===== src/rtl/sd_spi_sequencer.sv =====
// SD session controller: runs the card initializer, then reads NUM_BLOCKS
// consecutive blocks with the reader. It owns the SPI bus, handing CS/MOSI
// to whichever engine is active, and paces each read until the UART FIFO drains.
module sd_spi_sequencer #(
    parameter int                    NUM_BLOCKS  = 4,
    parameter int                    ADDR_WIDTH  = 32,
    parameter logic [ADDR_WIDTH-1:0] START_ADDR  = '0,
    parameter int                    ADDR_STEP   = 512,
    parameter int                    TIMEOUT     = 65535,
    parameter int                    MAX_RETRIES = 3
) (
    input  logic                  d_clock,
    input  logic                  reset_PB_down,
    input  logic                  start,
    input  logic                  card_ready,
    input  logic                  init_MOSI,
    input  logic                  init_CS,
    input  logic                  reader_MOSI,
    input  logic                  reader_CS,
    input  logic                  reader_busy,
    input  logic                  fifo_empty,
    output logic                  sub_reset,
    output logic                  init_start,
    output logic                  reader_start,
    output logic [ADDR_WIDTH-1:0] block_addr,
    output logic                  CS,
    output logic                  MOSI,
    output logic                  busy,
    output logic                  done,
    output logic                  error,
    output logic [3:0]            state
);

    typedef enum logic [3:0] {
        S_IDLE       = 4'd0,
        S_SUBRST     = 4'd1,
        S_INIT_START = 4'd2,
        S_INIT_WAIT  = 4'd3,
        S_READ_START = 4'd4,
        S_READ_ARM   = 4'd5,
        S_READ_WAIT  = 4'd6,
        S_DRAIN      = 4'd7,
        S_NEXT       = 4'd8,
        S_DONE       = 4'd9,
        S_ERROR      = 4'd15
    } state_t;

    localparam logic [ADDR_WIDTH-1:0] STEP_W      = ADDR_WIDTH'(ADDR_STEP);
    localparam logic [15:0]           TIMEOUT_W   = 16'(TIMEOUT);
    localparam logic [7:0]            LAST_BLK    = 8'(NUM_BLOCKS - 1);
    localparam logic [7:0]            MAX_RETRY_W = 8'(MAX_RETRIES);

    state_t      cur_state;
    logic [7:0]  blk_cnt;
    logic [7:0]  retry;
    logic [15:0] tcnt;
    logic [15:0] tcnt_inc;
    logic        timed_out;

    // The wait counter sticks at all-ones rather than wrapping back to zero.
    assign tcnt_inc  = (tcnt == 16'hFFFF) ? tcnt : tcnt + 16'd1;
    assign timed_out = (tcnt == TIMEOUT_W);
    assign state     = cur_state;

    // Session sequencing: init with bounded retry, then one read per block with drain throttling.
    always_ff @(posedge d_clock or posedge reset_PB_down) begin
        if (reset_PB_down) begin
            cur_state  <= S_IDLE;
            block_addr <= START_ADDR;
            blk_cnt    <= 8'd0;
            retry      <= 8'd0;
            tcnt       <= 16'd0;
        end else begin
            case (cur_state)
                S_IDLE: begin
                    if (start) begin
                        retry      <= 8'd0;
                        blk_cnt    <= 8'd0;
                        block_addr <= START_ADDR;
                        cur_state  <= S_SUBRST;
                    end
                end
                S_SUBRST: cur_state <= S_INIT_START;
                S_INIT_START: begin
                    tcnt      <= 16'd0;
                    cur_state <= S_INIT_WAIT;
                end
                S_INIT_WAIT: begin
                    if (card_ready) begin
                        cur_state <= S_READ_START;
                    end else if (timed_out) begin
                        if (retry < MAX_RETRY_W) begin
                            retry     <= retry + 8'd1;
                            cur_state <= S_SUBRST;
                        end else begin
                            cur_state <= S_ERROR;
                        end
                    end else begin
                        tcnt <= tcnt_inc;
                    end
                end
                S_READ_START: begin
                    tcnt      <= 16'd0;
                    cur_state <= S_READ_ARM;
                end
                S_READ_ARM: begin
                    if (reader_busy) begin
                        tcnt      <= 16'd0;
                        cur_state <= S_READ_WAIT;
                    end else if (timed_out) begin
                        cur_state <= S_ERROR;
                    end else begin
                        tcnt <= tcnt_inc;
                    end
                end
                S_READ_WAIT: begin
                    if (!reader_busy) begin
                        cur_state <= S_DRAIN;
                    end else if (timed_out) begin
                        cur_state <= S_ERROR;
                    end else begin
                        tcnt <= tcnt_inc;
                    end
                end
                S_DRAIN: begin
                    if (fifo_empty) begin
                        cur_state <= S_NEXT;
                    end
                end
                S_NEXT: begin
                    if (blk_cnt == LAST_BLK) begin
                        cur_state <= S_DONE;
                    end else begin
                        block_addr <= block_addr + STEP_W;
                        blk_cnt    <= blk_cnt + 8'd1;
                        cur_state  <= S_READ_START;
                    end
                end
                S_DONE, S_ERROR: begin
                    if (start) begin
                        cur_state <= S_IDLE;
                    end
                end
                default: cur_state <= S_IDLE;
            endcase
        end
    end

    // Moore decode of control outputs and the bus mux; only one engine ever reaches the card.
    always_comb begin
        sub_reset    = 1'b0;
        init_start   = 1'b0;
        reader_start = 1'b0;
        busy         = 1'b1;
        done         = 1'b0;
        error        = 1'b0;
        CS           = 1'b1;
        MOSI         = 1'b1;
        case (cur_state)
            S_IDLE: begin
                sub_reset = 1'b1;
                busy      = 1'b0;
            end
            S_SUBRST: sub_reset = 1'b1;
            S_INIT_START: begin
                init_start = 1'b1;
                CS         = init_CS;
                MOSI       = init_MOSI;
            end
            S_INIT_WAIT: begin
                CS   = init_CS;
                MOSI = init_MOSI;
            end
            S_READ_START: begin
                reader_start = 1'b1;
                CS           = reader_CS;
                MOSI         = reader_MOSI;
            end
            S_READ_ARM, S_READ_WAIT: begin
                CS   = reader_CS;
                MOSI = reader_MOSI;
            end
            S_DONE: begin
                sub_reset = 1'b1;
                busy      = 1'b0;
                done      = 1'b1;
            end
            S_ERROR: begin
                sub_reset = 1'b1;
                busy      = 1'b0;
                error     = 1'b1;
            end
            default: ;
        endcase
    end

endmodule


===== config.mk =====
export PLATFORM = sky130hd
export DESIGN_NAME = sd_spi_sequencer
export DESIGN_NICKNAME = d
export VERILOG_FILES = /design/src/rtl/sd_spi_sequencer.sv
export SDC_FILE = /design/constraint.sdc
export NUM_CORES = 1
export LEC_CHECK = 0
export ABC_AREA = 1
export BUFFER_PORTS_ARGS = -buffer_cell sky130_fd_sc_hd__buf_2
export CORE_MARGIN = 3
export CORE_UTILIZATION = 30
export DETAILED_ROUTE_END_ITERATION = 8
export GPL_TIMING_DRIVEN = 0
export MAX_ROUTING_LAYER = met4
export PLACE_DENSITY = 0.55
export SYNTH_ARGS = -nofsm -noshare
export SYNTH_HDL_FRONTEND = slang
export SYNTH_SLANG_ARGS = --single-unit

===== constraint.sdc =====
create_clock -name d_clock -period 3.05 [get_ports d_clock]
set_input_delay 0.4575 -clock d_clock [delete_from_list [all_inputs] [get_ports d_clock]]
set_output_delay 0.4575 -clock d_clock [all_outputs]
set_load 0.02 [all_outputs]

# Word-level counts from Yosys, hierarchy flattened
# Index checks and enable logic that the tools add are counted.
classes:
  n_addsub: 4
  order_cmp: 1
  eq_ne: 21
  n_mux: 34
  n_reduce_logical: 14
ops:
  columns: ["cell", "count"]
  rows:
  - ["16-bit two-way mux", 4]
  - ["32-bit two-way mux", 2]
  - ["16-bit one-hot mux with 4 select lines", 1]
  - ["32-bit one-hot mux with 2 select lines", 1]
  - ["4-bit two-way mux", 10]
  - ["8-bit two-way mux", 5]
  - ["4-bit one-hot mux with 10 select lines", 1]
  - ["32-bit by 10-bit adder with 32-bit output, second input constant", 1]
  - ["8-bit one-hot mux with 2 select lines", 2]
  - ["16-bit by 1-bit adder with 16-bit output, second input constant", 1]
  - ["8-bit by 1-bit adder with 8-bit output, second input constant", 2]
  - ["16-bit == test, second input constant", 1]
  - ["4-bit by 3-bit == test with 1-bit output, second input constant", 4]
  - ["2-bit inequality test, second input constant", 8]
  - ["4-bit == test, second input constant", 3]
  - ["4-bit by 2-bit == test with 1-bit output, second input constant", 2]
  - ["8-bit by 2-bit == test with 1-bit output, second input constant", 1]
  - ["8-bit by 2-bit < comparator with 1-bit output, second input constant", 1]
  - ["1-bit two-way mux", 6]
  - ["3-bit AND reduction", 2]
  - ["2-bit OR reduction", 3]
  - ["3-bit OR reduction", 2]
  - ["5-bit AND reduction", 1]
  - ["4-bit by 1-bit == test with 1-bit output, second input constant", 1]
  - ["7 further kinds", 9]
word_totals:
  regBits: 68
  inputBits: 10
  output_inout_bits: 44
  word_cells: 79

# Depth between registers and ports, before layout
logic_depth:
  ltp_word: 5
  mapped_depth: 13
  depth_no_buf: 11

# Worst setup path after synthesis
# OpenSTA, ideal clock, no wires.
synth_timing:
  path_type: "reg2out"
  start: "reg cur_state[1] (netlist: state[1])"
  end: "out sub_reset"
  arrival_ps: 1747
  required_ps: 2592
  slack_ps: 845
  path_stages_with_launch: 9
  n_path_buf: 1
  path_cell_list: "dfrtp_1 -> buf_6 -> inv_2 -> nand2_1 -> nor3_1 -> nor2_1 -> nand2_1 -> inv_1 -> nand2_1"
synth_between:
  elab_chain_len: 3
  elab_cells_between_ends: 6
  cone_classes: "eq/ne: 3; mux: 1; reduce/logical: 2"
synth_lines:
  columns: ["element", "line", "source"]
  rows:
  - ["start: declaration", "53", "state_t cur_state;"]
  - ["start signal: assignment", "68", "cur_state <= S_IDLE;"]
  - ["start signal: assignment", "80", "cur_state <= S_SUBRST;"]
  - ["start signal: assignment", "83", "S_SUBRST: cur_state <= S_INIT_START;"]
  - ["4-bit == test, or another cell as far along", "159", "case (cur_state)"]
  - ["4-bit OR reduction (no source line) *", null, null]
  - ["1-bit two-way mux *", "159", null]
  - ["end: declaration", "22", "output logic sub_reset,"]
# Mark *: on every way between the ends. The rest lies on a longest branch, timed or not.

# Worst setup path after layout
layout_timing:
  start: "reg cur_state[3] (netlist: state[3])"
  end: "out sub_reset"
# Same word-level chain as after synthesis.

==> run summary <==
Max Fanout on Critical Path - 7
Drt total wl - 9.72 mm
Logic pwr share - 41.4%
Worst-Skew Late Latency - 0.33 ns
Worst-Margin Slew - 0.718 ns
CTS Buffer Depth - 2
Routability Congestion - 0.835
Vias in the first global route - 3560
Post-Syn Area - 3780 µm²
Net Sw Frac - 41.9%
Post-CTS Hold Fix Bufs - 0
Post-synthesis cell type count - 35
Final WS setup - 0.882 ns
Worst EP required - 2.59 ns
Post-synth EDFFs - 0
Worst Hold Margin - 0.242 ns
Asr flop ratio synth - 100%
Sum of net half-perimeters after detailed placement - 7.20 mm
Relative slew margins - 52.1%
Crit path launch type - flop
Port Buffers - 44
Core box area - 12200 µm²
Post-cts sizing count - 0
Tmin final - 2.17 ns
Post-Place Cells - 754
Vias per Instance - 4.70
Post-Place Setup Slack - 0.964 ns
Critical path class - flop to primary output
DRC viols - 0
CTS Sinks - 59
Die span in x - 118 µm
Clock root cell - clkbuf_16
Die Y - 118 µm
Flops & latches, synth - 59
Area growth syn-to-layout - 20.5%
Net switching power - 1.38 mW
Max Slew Vio Count - 0
Setup TNS - 0 ns
LEAKAGE - 2.21 nW
# diodes - 0
H-tree depth - 3
Predominant post-synthesis flop cell - dfrtp_1
CP endpoint kind - primary output
Tot GR Track Use - 14.8%
Clock tree from TritonCTS - built
Gate count after technology mapping - 533
I/O pin count - 54
RSZ-0062 raised after global routing - false
Largest net degree at the start of global routing - 33
Wirelength per Cell - 12.6 µm
Achievable frequency - 461 MHz
Post-synthesis sequential area ratio - 39.0%
Die area - 14000 µm²
Mean post-synth cell area - 7.10 µm²
Initial antenna violation count - 0
Initial DRC count - 315
Final hold vios - 0
Internal power - 1.91 mW
Max Cap Viol - 0
# rows - 40
Type of the most critical hold path - input port to async pin
Worst Skew - 0.00944 ns
Endpoints failing setup - 0
Post-DRT Antenna Nets - 0
Initial Util - 31.1%
CP arrival - 1.71 ns
PwrDens - 723 nW/µm²
Most common cell after layout, fill and taps aside - nand2_1
Fin crit share - 71.1%
First-pass GRT wire length - 16.6 mm
Number of buffers created by CTS - 9
Vias post-DR - 3622
Clock transition at path regs - 0.06 ns
Commonest cells after routing, fill and taps aside - 130 x nand2_1, 75 x nor2_1, 65 x inv_1
Flop pwr share - 27.9%
Non-filler cells in the finished layout - 770
DRT Pass-1 Iters - 4
Outcome - finished, final reports clean
Fin nets - 611
Maximum vdd drop - 0.491 mV
Synth Warn # - 0
Clk pwr share - 30.8%
Post-CTS setup repair buffer count - 0
Share of layout cells above drive strength 1 - 19.1%
Power, Total - 3.30 mW
Total gr overflow - 0
## critical path, cell delays in order, from the launching register on
cell and delay (ns):
dfrtp_1 0.53, inv_2 0.16, nor3_1 0.29, nor2_1 0.07
nand2_1 0.08, inv_1 0.05, nand2_1 0.05, buf_2 0.16
## worst paths after layout
kind,start,to,slack (ns),cells past startpoint
worst max register to register,block_addr[9],block_addr[23],0.97,6
worst max-delay path,state[3],sub_reset,0.88,7
worst min register to register,retry[2],retry[2],0.49,2
max in group asynchronous,reset_PB_down,block_addr[17],2.20,3
worst min-delay path,reset_PB_down,tcnt[15],0.24,2
min in group d_clock,reader_busy,state[1],0.49,5
## flip-flops by register name, indices dropped and copies added, names as in the netlist
name	cells
blk_cnt	8
state	4
tcnt	16
retry	8
block_addr	23
## cell type report
class | count | area (µm²)
Timing Repair Buffer | 45 | 240
Multi-Input combinational cell | 388 | 1910
Buffer | 18 | 143
Sequential cell | 59 | 1480
Clock inverter | 5 | 52.6
Inverter | 76 | 285
Clock buffer | 11 | 243
Tap cell | 168 | 210
Fill cell | 1265 | 7600
## Yosys cell counts, types with 2 or more instances
master | n | area (µm²)
o22ai_1 | 4 | 25.0
o31ai_1 | 5 | 37.5
nor2_1 | 75 | 282
inv_2 | 10 | 37.5
nand4_1 | 21 | 131
xnor2_1 | 3 | 26.3
nor2_4 | 7 | 78.8
buf_2 | 3 | 15.0
o21ai_2 | 5 | 43.8
o21ai_0 | 25 | 125
nor3_1 | 10 | 50.1
o21ai_1 | 4 | 20.0
dfrtp_1 | 59 | 1480
nand2_4 | 2 | 22.5
buf_6 | 5 | 56.3
inv_1 | 66 | 248
buf_4 | 9 | 67.6
ha_1 | 4 | 50.1
a21oi_1 | 13 | 65.1
nor4_1 | 2 | 12.5
xor2_1 | 8 | 70.1
nand2_1 | 130 | 488
or2_2 | 3 | 18.8
nand3_1 | 43 | 215
nand2_2 | 5 | 31.3
nor2_2 | 2 | 12.5
nor3b_1 | 2 | 15.0
## power groups by stage
stage	clock, mW	sequential, mW	combinational (mW)
6_report	1.01	0.918	1.36
5_1_grt	1.09	0.929	1.52
4_1_cts	1.04	0.917	1.37
3_5_place_dp	0	0.927	1.37
3_3_place_gp	0	0.929	1.34
2_1_floorplan	0	0.947	0.986
## per-stage QoR
step           utilization [%]  cell area (µm²)
2_1_floorplan                -             3810
3_3_place_gp              34.9             4240
3_5_place_dp              35.1             4260
5_1_grt                   37.5             4560
6_report                  37.5             4560
4_1_cts                   37.5             4560
## cells by family after synthesis
family	after synthesis	share of synthesized area, %
other	1	0.0991
DFF	59	39.0
and+or+nand+nor	306	36.8
buffers and inverters	94	11.3
xor gates and xnor gates	11	2.55
adders and majority gates	4	1.32
AOI/OAI and AO/OA	58	8.90
## routing by layer
layer	routed length, µm	share of wire (%)	vias to the layer above	track usage, %
li1	-	-	1820	-
met1	4640	48	1674	19.2
met2	4310	44	117	22.7
met3	612	6.3	11	3.49
met4	152	1.6	0	5.27
met5	0	0	-	-
No activity file was read; power rests on OpenSTA's default activity.
